`src/rtl/banco_escrita_pkg.sv`:
```
// Shared constants and state type for the register-bank write side.
// Consumed by banco_escrita, its interface and the Decodificador10 decoder.
package banco_pkg;

    localparam int LARGURA_PADRAO  = 8;
    localparam int NUM_REGS_PADRAO = 10;
    localparam int ENDERECO_W      = 4;

    typedef enum logic [0:0] {
        OCIOSO   = 1'b0,
        LIMPANDO = 1'b1
    } estado_banco_t;

endpackage

```
`src/rtl/banco_escrita_if.sv`:
```
// Write/clear handshake between the calculator control FSM (master) and the bank (slave).
interface banco_escrita_if
    import banco_pkg::*;
#(
    parameter int LARGURA = LARGURA_PADRAO
);

    logic                  Valido;
    logic                  Pronto;
    logic [ENDERECO_W-1:0] Endereco;
    logic [LARGURA-1:0]    Dado;
    logic                  Limpar;
    logic                  Ocupado;
    logic                  Erro;

    modport master (
        output Valido,
        output Endereco,
        output Dado,
        output Limpar,
        input  Pronto,
        input  Ocupado,
        input  Erro
    );

    modport slave (
        input  Valido,
        input  Endereco,
        input  Dado,
        input  Limpar,
        output Pronto,
        output Ocupado,
        output Erro
    );

endinterface

```
`src/rtl/banco_escrita_decodificador.sv`:
```
// Decodificador10: combinational address-to-one-hot write-enable decoder, shared by
// the write path and the clear sweep; invalido flags addresses beyond the last register.
module Decodificador10
    import banco_pkg::*;
#(
    parameter int NUM_REGS = NUM_REGS_PADRAO
) (
    input  logic [ENDERECO_W-1:0] endereco,
    input  logic                  habilita,
    output logic [NUM_REGS-1:0]   habilitacao,
    output logic                  invalido
);

    always_comb begin
        habilitacao = '0;
        for (int unsigned i = 0; i < NUM_REGS; i++) begin
            if (habilita && (endereco == ENDERECO_W'(i))) begin
                habilitacao[i] = 1'b1;
            end
        end
        invalido = (endereco >= ENDERECO_W'(NUM_REGS));
    end

endmodule

```
`src/rtl/banco_escrita.sv`:
```
// Write side of the calculator register bank: handshaked writes, sequenced clear-all,
// parallel register outputs. Optional macro BANCO_REG0_ZERO_EN hardwires Reg0 to zero.
module banco_escrita
    import banco_pkg::*;
#(
    parameter int LARGURA  = LARGURA_PADRAO,
    parameter int NUM_REGS = NUM_REGS_PADRAO
) (
    input  logic                 Clock,
    input  logic                 Reset_n,
    banco_escrita_if.slave       barramento,
    output logic [LARGURA-1:0]   Reg0,
    output logic [LARGURA-1:0]   Reg1,
    output logic [LARGURA-1:0]   Reg2,
    output logic [LARGURA-1:0]   Reg3,
    output logic [LARGURA-1:0]   Reg4,
    output logic [LARGURA-1:0]   Reg5,
    output logic [LARGURA-1:0]   Reg6,
    output logic [LARGURA-1:0]   Reg7,
    output logic [LARGURA-1:0]   Reg8,
    output logic [LARGURA-1:0]   Reg9
);

    localparam logic [ENDERECO_W-1:0] ULTIMO = ENDERECO_W'(NUM_REGS - 1);

    estado_banco_t         estado, prox_estado;
    logic [ENDERECO_W-1:0] contador, prox_contador;
    logic [LARGURA-1:0]    regs [NUM_REGS];
    logic                  erro_q, ocupado_q;

    logic                  pronto, aceita;
    logic [ENDERECO_W-1:0] end_sel;
    logic [LARGURA-1:0]    dado_sel;
    logic                  habilita_dec;
    logic [NUM_REGS-1:0]   habilitacao, hab_efetiva;
    logic                  invalido;

    assign pronto             = (estado == OCIOSO) && !barramento.Limpar;
    assign aceita             = barramento.Valido && pronto;
    assign barramento.Pronto  = pronto;
    assign barramento.Ocupado = ocupado_q;
    assign barramento.Erro    = erro_q;

    Decodificador10 #(
        .NUM_REGS (NUM_REGS)
    ) u_dec (
        .endereco    (end_sel),
        .habilita    (habilita_dec),
        .habilitacao (habilitacao),
        .invalido    (invalido)
    );

    // The sweep reuses the decoder: while clearing, the counter replaces the
    // request address and zero replaces the request data.
    always_comb begin
        prox_estado   = estado;
        prox_contador = contador;
        end_sel       = barramento.Endereco;
        dado_sel      = barramento.Dado;
        habilita_dec  = 1'b0;
        unique case (estado)
            OCIOSO: begin
                if (barramento.Limpar) begin
                    prox_estado   = LIMPANDO;
                    prox_contador = '0;
                end else begin
                    habilita_dec = aceita;
                end
            end
            LIMPANDO: begin
                end_sel      = contador;
                dado_sel     = '0;
                habilita_dec = 1'b1;
                if (contador == ULTIMO) begin
                    prox_estado   = OCIOSO;
                    prox_contador = '0;
                end else begin
                    prox_contador = contador + ENDERECO_W'(1);
                end
            end
            default: begin
                prox_estado   = OCIOSO;
                prox_contador = '0;
            end
        endcase
    end

    always_comb begin
        hab_efetiva = habilitacao;
`ifdef BANCO_REG0_ZERO_EN
        hab_efetiva[0] = 1'b0;
`endif
    end

    always_ff @(posedge Clock) begin
        if (!Reset_n) begin
            estado    <= OCIOSO;
            contador  <= '0;
            erro_q    <= 1'b0;
            ocupado_q <= 1'b0;
            for (int unsigned i = 0; i < NUM_REGS; i++) begin
                regs[i] <= '0;
            end
        end else begin
            estado    <= prox_estado;
            contador  <= prox_contador;
            erro_q    <= aceita && invalido;
            ocupado_q <= (prox_estado == LIMPANDO);
            for (int unsigned i = 0; i < NUM_REGS; i++) begin
                if (hab_efetiva[i]) begin
                    regs[i] <= dado_sel;
                end
            end
        end
    end

`ifdef BANCO_REG0_ZERO_EN
    assign Reg0 = '0;
`else
    assign Reg0 = regs[0];
`endif
    assign Reg1 = regs[1];
    assign Reg2 = regs[2];
    assign Reg3 = regs[3];
    assign Reg4 = regs[4];
    assign Reg5 = regs[5];
    assign Reg6 = regs[6];
    assign Reg7 = regs[7];
    assign Reg8 = regs[8];
    assign Reg9 = regs[9];

endmodule

```
`src/flat_wrapper.sv`:
```
// flat-port wrapper written by rule: the top's interface ports become plain ports
module banco_escrita_flat import banco_pkg::*;
#(
    parameter int LARGURA  = LARGURA_PADRAO,
    parameter int NUM_REGS = NUM_REGS_PADRAO
)
  (Clock, Reset_n, Reg0, Reg1, Reg2, Reg3, Reg4, Reg5, Reg6, Reg7, Reg8, Reg9, barramento_Valido, barramento_Endereco, barramento_Dado, barramento_Limpar, barramento_Pronto, barramento_Ocupado, barramento_Erro);
  banco_escrita_if #(.LARGURA(LARGURA)) barramento_i ();
  input  logic Clock;
  input  logic Reset_n;
  output logic [LARGURA-1:0] Reg0;
  output logic [LARGURA-1:0] Reg1;
  output logic [LARGURA-1:0] Reg2;
  output logic [LARGURA-1:0] Reg3;
  output logic [LARGURA-1:0] Reg4;
  output logic [LARGURA-1:0] Reg5;
  output logic [LARGURA-1:0] Reg6;
  output logic [LARGURA-1:0] Reg7;
  output logic [LARGURA-1:0] Reg8;
  output logic [LARGURA-1:0] Reg9;
  input wire logic [$bits(barramento_i.Valido)-1:0] barramento_Valido;
  input wire logic [$bits(barramento_i.Endereco)-1:0] barramento_Endereco;
  input wire logic [$bits(barramento_i.Dado)-1:0] barramento_Dado;
  input wire logic [$bits(barramento_i.Limpar)-1:0] barramento_Limpar;
  output wire logic [$bits(barramento_i.Pronto)-1:0] barramento_Pronto;
  output wire logic [$bits(barramento_i.Ocupado)-1:0] barramento_Ocupado;
  output wire logic [$bits(barramento_i.Erro)-1:0] barramento_Erro;
  assign barramento_i.Valido = barramento_Valido;
  assign barramento_i.Endereco = barramento_Endereco;
  assign barramento_i.Dado = barramento_Dado;
  assign barramento_i.Limpar = barramento_Limpar;
  assign barramento_Pronto = barramento_i.Pronto;
  assign barramento_Ocupado = barramento_i.Ocupado;
  assign barramento_Erro = barramento_i.Erro;
  banco_escrita #(.LARGURA(LARGURA), .NUM_REGS(NUM_REGS)) u_core (.Clock(Clock), .Reset_n(Reset_n), .barramento(barramento_i), .Reg0(Reg0), .Reg1(Reg1), .Reg2(Reg2), .Reg3(Reg3), .Reg4(Reg4), .Reg5(Reg5), .Reg6(Reg6), .Reg7(Reg7), .Reg8(Reg8), .Reg9(Reg9));
endmodule
```
`config.mk`:
```
export PLATFORM = sky130hd
export DESIGN_NAME = banco_escrita_flat
export DESIGN_NICKNAME = d
export VERILOG_FILES = /design/src/rtl/banco_escrita_pkg.sv /design/src/rtl/banco_escrita_if.sv /design/src/rtl/banco_escrita_decodificador.sv /design/src/rtl/banco_escrita.sv /design/src/flat_wrapper.sv
export SDC_FILE = /design/constraint.sdc
export NUM_CORES = 1
export LEC_CHECK = 0
export ABC_AREA = 1
export ABC_CLOCK_PERIOD_IN_PS = 2100
export CORE_MARGIN = 2
export CORE_UTILIZATION = 24
export DETAILED_ROUTE_END_ITERATION = 10
export PLACE_DENSITY = 0.53
export SLEW_MARGIN = 15
export SYNTH_ARGS = -nofsm -noshare
export SYNTH_HDL_FRONTEND = slang
export SYNTH_SLANG_ARGS = --single-unit
```
`constraint.sdc`:
```
create_clock -name Clock -period 2.1 [get_ports Clock]
set_input_delay 0.21 -clock Clock [delete_from_list [all_inputs] [get_ports Clock]]
set_output_delay 0.21 -clock Clock [all_outputs]
set_load 0.005 [all_outputs]
```
# Word-level counts from Yosys, hierarchy flattened
# Memories as Yosys holds them, arrays and structs flattened.
# Cells that the tools add are included.
# word_totals
reg_bits	6
mem_bits_rw	80
in_bits	16
out_inout_bits	83
elab_cells	104
mem_count	1
# op_classes
n_addsub	1
n_lt_le_gt_ge	1
n_eq_ne	11
muxes	61
n_bitwise	11
reduce_logical	15
# mem_list
memory	depth	width	rd	rd_clocked_by_memory_dff	wr	line_no	rtl
u_core.regs	10	8	10	0	10	banco_escrita.sv:28	logic [LARGURA-1:0] regs [NUM_REGS];
# ops
op	n
2-to-1 mux 8 bit	11
2-to-1 mux 1 bit	44
equality test 4 x 3 -> 1 bit (second input constant)	4
logical AND 1 bit	13
equality test 4 bit (second input constant)	3
2-to-1 mux 4 bit	3
OR 1 bit	10
equality test 4 x 2 -> 1 bit (second input constant)	2
case mux 4 bit (2 select lines)	1
adder 4 x 1 -> 4 bit (second input constant)	1
equality test 4 x 1 -> 1 bit (second input constant)	1
>= comparator 4 bit (second input constant)	1
logical NOT 4 bit	1
case mux 1 bit (2 select lines)	2
!= test 2 bit (second input constant)	1
logical NOT 1 bit	1
inverter 1 bit	1

# Longest topological paths before layout
# logic_depth
depth_word	11
mapped_depth	9
depth_no_buf	7

# Hierarchy
# A second synthesis with hierarchy kept.
# unflattened
hier_cells	263
hier_area_um2	3313.2
# modules_own_cells
module	instances	cells_each	area_per_inst_um2	seq_area_each_um2
banco_escrita	1	240	3223.1	2522.4
Decodificador10	1	23	90.1	0.0

# Least setup slack after synthesis
# OpenSTA, ideal clock, no wires.
# synth_path
path_kind	register to register
start	register u_core.estado
end	memory u_core.regs[0][24] (netlist bit), enable pin
setup_time_ns	0.329
arrival_time_ns	1.238
required_time_ns	1.771
slack_ns	0.534
stages_incl_launch_ff	8
n_path_buf	1
period_less_slack_ns	1.566
path_cell_list	dfxtp_1 -> buf_6 -> nand2_1 -> nand2_4 -> inv_2 -> nor2_4 -> nand2_1 -> nand2_1
# synth_lines
element	line_no	rtl
start, declared	banco_escrita.sv:26	estado_banco_t estado, prox_estado;
start signal, assigned	banco_escrita.sv:105	estado <= prox_estado;
end, declared	banco_escrita.sv:28	

==> impl_metrics.env <==
export IMPL_rows=44
export IMPL_hp_class="reg2reg"
export IMPL_endpoint_kind="register"
export IMPL_r2r_start="u_core.estado"
export IMPL_vias=2327
export IMPL_setup_viol_count_final=0
export IMPL_ys_warn_count=0
export IMPL_status="completed"
export IMPL_sequentialPowerShare=0.521
export IMPL_holdCritStartpoint="u_core.contador[3]"
export IMPL_path_class="reg2reg"
export IMPL_viasPerCell=4.04
export IMPL_cts_sinks=86
export IMPL_clockBufferDepth=2
export IMPL_whs_path_depth=2
export IMPL_async_flop_share=0
export IMPL_port_buffers=98
export IMPL_hold_viol=0
export IMPL_hold_ws_ns=0.526
export IMPL_wirelength_um=8620
export IMPL_insertion_delay_ns=0.34
export IMPL_dr_pass1_iters=4
export IMPL_avgSynthCellArea_um2=13.2
export IMPL_clk_pin_slew_worst_paths_ns=0.06
export IMPL_synth_edf_count=80
export IMPL_reg2reg_depth=6
export IMPL_ant_nets=0
export IMPL_p_comb_frac=0.118
export IMPL_cts_setup_buffers=0
export IMPL_period_share=0.867
export IMPL_hold_end="u_core.contador[3]"
export IMPL_syn_inst=272
export IMPL_insertedDiodeCount=0
export IMPL_period_minus_slack_ns=1.82
export IMPL_yosysSeqAreaShare=0.702
export IMPL_cts_made_buffers=9
export IMPL_gp_congestion=0.744
export IMPL_fin_setup_tns_ns=0
export IMPL_fin_skew_ns=0.00789
export IMPL_grt_max_degree=18
export IMPL_dp_slack_ns=0.101
export IMPL_p_leak_nw=1.86
export IMPL_synth_area_um2=3590
export IMPL_cp_max_fo=15
export IMPL_tritoncts="done"
export IMPL_fmax_mhz=549
export IMPL_p_int_mw=2.94
export IMPL_crit_required_ns=2.09
export IMPL_multi_input_area_um2=973
export IMPL_slew_headroom=0.682
export IMPL_rsz0062_at_grt="false"
export IMPL_cts_repair_resized=0
export IMPL_final_util=0.350
export IMPL_drive_above_1_share=0.158
export IMPL_start_util=0.246
export IMPL_dp_hpwl_um=6260
export IMPL_drt_iter0_markers=202
export IMPL_root_buffer="clkbuf_16"
export IMPL_overflow=0
export IMPL_drc=0
export IMPL_synth_seq_cells=86
export IMPL_timing_rr_end="u_core.regs[0][0]"
export IMPL_grt_first_pass_wirelength_um=13100
export IMPL_synthTopCellsByArea="edfxtp_1 67%, nor2_1 7.6%, nand3_4 4.9%"
export IMPL_synth_cell_type_count=25
export IMPL_antenna_found_initial=0
export IMPL_fillers=1423
export IMPL_grt_pass1_vias=2356
export IMPL_clockPowerShare=0.361
export IMPL_synthToLayoutAreaGrowth_pct=42.1
export IMPL_coreArea_um2=14600
export IMPL_arrival_ns=1.81
export IMPL_nets=406
export IMPL_io_pins=99
export IMPL_max_cap_violations=0
export IMPL_tightest_slew_ns=0.478
export IMPL_setup_slack_ns=0.279
export IMPL_r2r_slack_ns=0.28
export IMPL_switching_share=0.227
export IMPL_die_height_um=126
export IMPL_peakVddDrop_v=0.000274
export IMPL_layout_area_seq_um2=2520
export IMPL_synth_top_cell_by_area="edfxtp_1"
export IMPL_wire_per_inst_um=15.0
export IMPL_synth_fp_nets=290
export IMPL_cts_hold_buf=0
export IMPL_synth_top_cell_area_share=0.669
export IMPL_grt_use_total=0.112
export IMPL_p_switching_mw=0.863
export IMPL_power_density_nw_per_um2=745
export IMPL_die_area_um2=16000
export IMPL_htreeDepth=3
export IMPL_final_max_slew_violation_count=0
export IMPL_critPathLaunchType="register"
export IMPL_die_w_um=126
export IMPL_synth_main_ff_cell="edfxtp_1"
==> worst max-delay path, stage by stage, from the launching register on <==
cell and delay [ns]:
dfxtp_2 0.49, inv_6 0.10, nand2_1 0.12, nand2_4 0.09, nor2_4 0.26, nand2_1 0.09
nand2_1 0.31
==> power by group through the flow <==
stage | sequential [mW] | combinational, mW | clock, mW
floorplan | 2.02 | 0.189 | 0
global placement | 2.02 | 0.453 | 0
detailed placement | 2.02 | 0.459 | 0
CTS | 1.99 | 0.460 | 1.41
global route | 1.99 | 0.487 | 1.46
finish | 1.98 | 0.448 | 1.37
==> metal layers <==
metal | share of wire | up-vias | track usage
met2 | 0.50 | 79 | 0.189
met5 | 0 | - | 0
met1 | 0.43 | 1088 | 0.135
met4 | 0.017 | 0 | 0.0446
li1 | - | 1151 | -
met3 | 0.060 | 9 | 0.0325
==> registers in the layout, indices dropped and copies added (netlist names) <==
| name | flops |
|---|---|
| u_core.estado | 1 |
| u_core.barramento.Erro | 1 |
| u_core.regs | 80 |
| u_core.contador | 4 |
==> synth_stat cells, types with 3 or more instances <==
master / instances
buf_6: 3
nand2_2: 7
nand3_4: 10
nand3_1: 3
nor2_8: 4
inv_2: 3
dfxtp_1: 6
nor2_4: 3
nor2_2: 8
nand2_1: 45
a21oi_1: 4
inv_1: 9
nor2_1: 73
edfxtp_1: 80
==> metrics by stage <==
stage | power, mW | cells | cell area (um2)
global placement | 2.48 | 561 | 4850
CTS | 3.85 | 576 | 5100
detailed placement | 2.48 | 561 | 4850
global route | 3.94 | 576 | 5100
floorplan | 2.21 | 272 | 3590
finish | 3.80 | 576 | 5100
==> cell families (layout without fill, tap and decap cells) <==
| family | count (synthesis) | in the layout | synth area share |
|---|---|---|---|
| compound gates | 8 | 8 | 0.0160 |
| xor+xnor | 1 | 1 | 0.00244 |
| flops | 86 | 86 | 0.702 |
| buf+inv | 17 | 137 | 0.0265 |
| simple gates | 158 | 158 | 0.246 |
| fa+ha+maj | 2 | 2 | 0.00697 |
==> layout by cell type, fill, tap and decap left out, drive strengths merged <==
cell and count:
inv 13, edfxtp 80, a21oi 5, nand4 2, xor2 1, o21a 1
o211ai 1, clkdlybuf4s50 97, ha 2, nand3 13, nand2 54, buf 12
nor2 88, dfxtp 6, clkinv 3, and2 1, clkbuf 12, o22ai 1
==> how the worst max path moves through the flow <==
stage | startpoint | endpoint | slack, ns
after global routing | u_core.estado | u_core.regs[0][1] | 0.12
after global placement | barramento_Valido | u_core.regs[0][0] | 0.14
after floorplan | u_core.estado | u_core.regs[0][24] | 0.53
final | u_core.estado | u_core.regs[0][0] | 0.28
after detailed placement | u_core.estado | u_core.regs[0][0] | 0.10
after CTS | u_core.estado | u_core.regs[0][0] | 0.08
==> layout make-up <==
| type | count | area share |
|---|---|---|
| Tap cell | 184 | 0.0451 |
| Clock inverter | 3 | 0.00245 |
| Sequential cell | 86 | 0.495 |
| Timing Repair Buffer | 109 | 0.210 |
| Inverter | 13 | 0.0105 |
| Clock buffer | 12 | 0.0464 |
| Multi-Input combinational cell | 169 | 0.191 |
Power figures use the tool's default switching activity.
==> RTL edit 1, RTL diff (config.mk and constraints unchanged) <==
The package constant `ENDERECO_W` goes from 4 to 3.
--- a/src/rtl/banco_escrita_pkg.sv
+++ b/src/rtl/banco_escrita_pkg.sv
@@ -4,7 +4,7 @@
 
     localparam int LARGURA_PADRAO  = 8;
     localparam int NUM_REGS_PADRAO = 10;
-    localparam int ENDERECO_W      = 4;
+    localparam int ENDERECO_W      = 3;
 
     typedef enum logic [0:0] {
         OCIOSO   = 1'b0,
Interface: changed (resized barramento_Endereco); port bits go from 99 to 98. No check against the original RTL was run, so the function may have changed too.
==> RTL edit 1 against the original RTL <==
Utilization grew 0.71 points. Area after synthesis shrank 17%. Worst setup slack got worse by 0.024 ns. Combinational power grew 4.9%. Cell area shrank 16%. Worst hold slack lost 0.0083 ns. Via count is 15% lower. Routed wire length down 16%. First-iteration DRC count decreased by 43%. Sequential cell count shrank 17. Power decreased by 9.5%. Synthesized cell count fell by 14%. Critical path type unchanged.
==> RTL edit 1: results (changes against the original RTL) <==
| Metric | Value |
|---|---|
| Status | finished clean |
| Gp weighted congestion | 0.752 (+1.2%) |
| Detailed Routing Iterations Pass 1 | 4 (unchanged) |
| R2r setup slk | 0.25 ns (-0.02 ns) |
| Measured slew at the worst slew-check pin | 0.505 ns (+0.0275 ns) |
| Final nets | 339 (-17%) |
| Vias in the first global route | 1982 (-16%) |
| Filler cells | 1199 (-16%) |
| Synth async-reset ratio | 0% (unchanged) |
| Total global-route track usage | 11.2% (about the same) |
| Max IR drop VDD | 0.000300 V (+9.5%) |
| Distinct cells, synth | 19 (-24%) |
| First-pass GRT wire length | 10.9 mm (-17%) |
| Syn Area/Cell | 12.7 um^2 (-3.5%) |
| Wire per inst | 14.5 um (-3.1%) |
| P&R area growth vs syn | 44.4% |
| Finished Layout Cells | 497 (-14%) |
| Syn nets | 249 (-14%) |
| Hold endpoint | u_core.contador[2] |
| Reg2reg start | u_core.estado |
| Port Buffer Count | 97 (-1.0%) |
| Cell Count Post-Placement | 481 (-14%) |
| Dpl hpwl | 5.30 mm (-15%) |
| Leak Pwr | 1.56 nW (-16%) |
| Top cells by area, synth | edfxtp_1 64%, nor2_1 8.3%, nand3_4 4.7% |
| Worst slack, placed | 0.256 ns (+0.155 ns) |
| Worst Hold Class | register to register |
| Sw Pwr | 0.840 mW (-2.7%) |
| Clock skew | 0.00765 ns (-0.000240 ns) |
| Initial DRC count | 116 (-43%) |
| Commonest cells post-synth | 66 x nor2_1, 64 x edfxtp_1, 34 x nand2_1, 17 x buf_4 |
| Worst R2R End | u_core.regs[0][65] |
| Vias per inst | 3.96 (-2.0%) |
| Share of cells above drive strength 1 | 12.8% (-3.1 points) |
| Largest net degree at the start of global routing | 21 (+3) |
| Post-synth EDFFs | 64 (-20%) |
| CTS root buf | clkbuf_16 |
| Sequential area share after synthesis | 67.8% (-2.4 points) |
## RTL edit 1: cell count changes after synthesis, sizes merged, moves of 2 or more
cell / delta
nand4: -2
nand3: -2
o21ai: +4
inv: -4
nor2: -16
edfxtp: -16
nor3: +2
nand2: -11
ha: -2
buf: +15
## RTL edit 1: kinds of logic after synthesis
family | after synthesis | share of synthesized area (%)
buf+inv | 29 | 6.30
simple gates | 128 | 24.1
compound gates | 8 | 1.72
flops | 69 | 67.8
## RTL edit 1: cell type report
type | instances | area, um^2 | area share, %
Sequential cell | 69 | 2020 | 47.0
Clock buffer | 9 | 225 | 5.23
Timing Repair Buffer | 99 | 998 | 23.2
Clock inverter | 7 | 42.5 | 0.989
Tap cell | 168 | 210 | 4.89
Inverter | 9 | 33.8 | 0.785
Multi-Input combinational cell | 136 | 771 | 17.9
## RTL edit 1: layer usage
| metal | GRT usage [%] | wire length [um] | vias up | share of wire [%] |
|---|---|---|---|---|
| met4 | 4.10 | 97 | 0 | 1.3 |
| met5 | 0 | 0 | - | 0 |
| li1 | - | - | 955 | - |
| met2 | 17.8 | 3490 | 73 | 48 |
| met3 | 2.67 | 435 | 9 | 6.0 |
| met1 | 14.9 | 3190 | 931 | 44 |
## RTL edit 1: power groups by stage
stage          Clock, mW  Combinational (mW)  Sequential [mW]
3_5_place_dp           0               0.478             1.65
4_1_cts             1.38               0.479             1.62
5_1_grt             1.44               0.510             1.63
3_3_place_gp           0               0.475             1.65
2_1_floorplan          0               0.221             1.65
6_report            1.35               0.470             1.62
## RTL edit 1: worst max path at each step
stage	startpoint	endpoint	slack (ns)	cells after the start
floorplan	u_core.estado	u_core.regs[0][24]	0.62	7
detailed placement	barramento_Endereco[2]	u_core.regs[0][58]	0.26	7
finish	u_core.estado	u_core.regs[0][65]	0.25	6
global route	u_core.estado	u_core.regs[0][29]	0.11	6
CTS	u_core.estado	u_core.regs[0][65]	0.25	6
global placement	barramento_Limpar	u_core.regs[0][19]	0.28	6
## RTL edit 1: worst max-delay path, stage by stage, from the launching register on
cell     delay, ns
dfxtp_1       0.51
inv_2         0.20
nand2_1       0.13
nand2_2       0.12
nor2_4        0.20
nand2_1       0.08
nand2_1       0.27
## RTL edit 1: stage by stage
| step | power, mW | area (um^2) | hold slack [ns] |
|---|---|---|---|
| 2_1_floorplan | 1.87 | 2980 | 0.351 |
| 3_3_place_gp | 2.13 | 4040 | 0.495 |
| 3_5_place_dp | 2.13 | 4040 | 0.505 |
| 4_1_cts | 3.48 | 4300 | 0.516 |
| 5_1_grt | 3.58 | 4300 | 0.571 |
| 6_report | 3.44 | 4300 | 0.518 |
==> RTL edit 2, RTL diff (same flow settings) <==
Without the edit above. Make the reset (`Reset_n`) asynchronous in one clocked block.
--- a/src/rtl/banco_escrita.sv
+++ b/src/rtl/banco_escrita.sv
@@ -92,7 +92,7 @@
 `endif
     end
 
-    always_ff @(posedge Clock) begin
+    always_ff @(posedge Clock or negedge Reset_n) begin
         if (!Reset_n) begin
             estado    <= OCIOSO;
             contador  <= '0;
Behaviour: differs if Reset_n is asserted again (counterexample within 4 cycles, from zero or initial values and one cycle with Reset_n low); with Reset_n held inactive, the same outputs for 10 cycles.
==> RTL edit 2 against the original RTL <==
Cell area increased by 6.8%. Die area grew 6.7%. Area after synthesis rose by 6.9%. Routed wire length grew 38%. Count of clock-buffer cells in the layout down 1. Worst setup slack got worse by 0.16 ns. Sequential cell count did not move.
Power is not compared: it rests on default switching activity, and its combinational part moved more than twofold at a synthesized area within 25%.
==> RTL edit 2: results (changes against the original RTL) <==
| Metric | Value |
|---|---|
| Status | finished clean |
| Sequential area share after synthesis | 56.1% (-14 points) |
| Worst setup path endpoint | barramento_Pronto |
| P&R area growth vs syn | 41.9% (about the same) |
| Gate Count Post-Synth | 431 (+58%) |
| Gp weighted congestion | 0.786 (+5.6%) |
| Cell area after placement | 5090 um^2 (+4.9%) |
| Largest net degree at the start of global routing | 87 (+69) |
| Initial DRC count | 281 (+39%) |
| Met1 Wirelength | 5.51 mm (+50%) |
| Dpl hpwl | 7.98 mm (+27%) |
| Final nets | 560 (+38%) |
| R2r setup slk | 0.24 ns (-0.04 ns) |
| Hold-fix buffers, CTS | 1 (+1) |
| Share of cells above drive strength 1 | 12.4% (-3.4 points) |
| Clock skew | 0.00496 ns (-0.00293 ns) |
| Slowest cell on the critical path | clkdlybuf4s50_1 |
| Top cells by area, synth | dfrtp_1 56%, nand2_1 18%, nand3_1 11% |
| Worst slack, placed | 0.180 ns (+0.0792 ns) |
| Cell Count Post-Placement | 744 (+33%) |
| M3 GR Usage | 3.09% (-0.15 points) |
| Relative max-transition margin | 60.8% (-7.3 points) |
| Total global-route track usage | 14.3% (+3.0 points) |
| First-pass GRT wire length | 18.3 mm (+40%) |
| Routed wire length | 11.9 mm (+38%) |
| Syn nets | 449 (+55%) |
| Max Used Layer | met4 |
| Worst Hold Class | input pin to async pin |
| Fmax | 505 MHz (-8.0%) |
| Worst Setup SP | u_core.estado |
| Commonest cells post-synth | 183 x nand2_1, 86 x dfrtp_1, 82 x nand3_1, 18 x inv_1, 13 x nand2_2 |
| Worst r2r path cells | 8 (+2) |
| Distinct cells, synth | 21 (-16%) |
| Finished Layout Cells | 763 (+32%) |
| Worst R2R End | u_core.Reg4[0] |
| Filler cells | 1652 (+16%) |
| Critical path data arrival time | 1.77 ns (-0.04 ns) |
| Met1 Use GR | 19.7% (+6.2 points) |
| Met2 wire len | 5.73 mm (+34%) |
| WHS | 0.447 ns (-0.0792 ns) |
| Crit-path max cell delay | 0.57 ns (+0.08 ns) |
| Via Count | 3231 (+39%) |
| Crit-path max FO | 13 (-2) |
| DR WL met3 | 600 um (+16%) |
| Cell family with most CP delay | buffers and inverters |
| Met2 Resource Use GR | 22.7% (+3.8 points) |
## RTL edit 2: changes by cell type after synthesis, sizes merged, moves of 2 or more
cell	unedited run	this run
nand2	54	196
dfrtp	0	86
edfxtp	80	0
nand3	13	86
nor2	88	17
buf	4	15
inv	13	20
dfxtp	6	0
a21oi	5	1
nand4	2	0
o21ai	0	2
o22ai	1	3
## RTL edit 2: cells by family after synthesis
| logic type | count (synthesis) | synth area share [%] |
|---|---|---|
| AO/OA/AOI/OAI | 7 | 1.37 |
| buffers and inverters | 35 | 4.95 |
| flip-flops | 86 | 56.1 |
| AND/OR/NAND/NOR | 299 | 36.5 |
| XOR/XNOR | 2 | 0.456 |
| adder cells (fa/ha/maj) | 2 | 0.652 |
## RTL edit 2: area by class of cell
cell class / count / share of cell area [%]
Inverter: 20 / 1.38
Sequential cell: 86 / 39.5
Clock buffer: 11 / 4.46
Multi-Input combinational cell: 312 / 27.9
Tap cell: 216 / 4.96
Clock inverter: 5 / 1.52
Timing Repair Buffer: 113 / 20.3
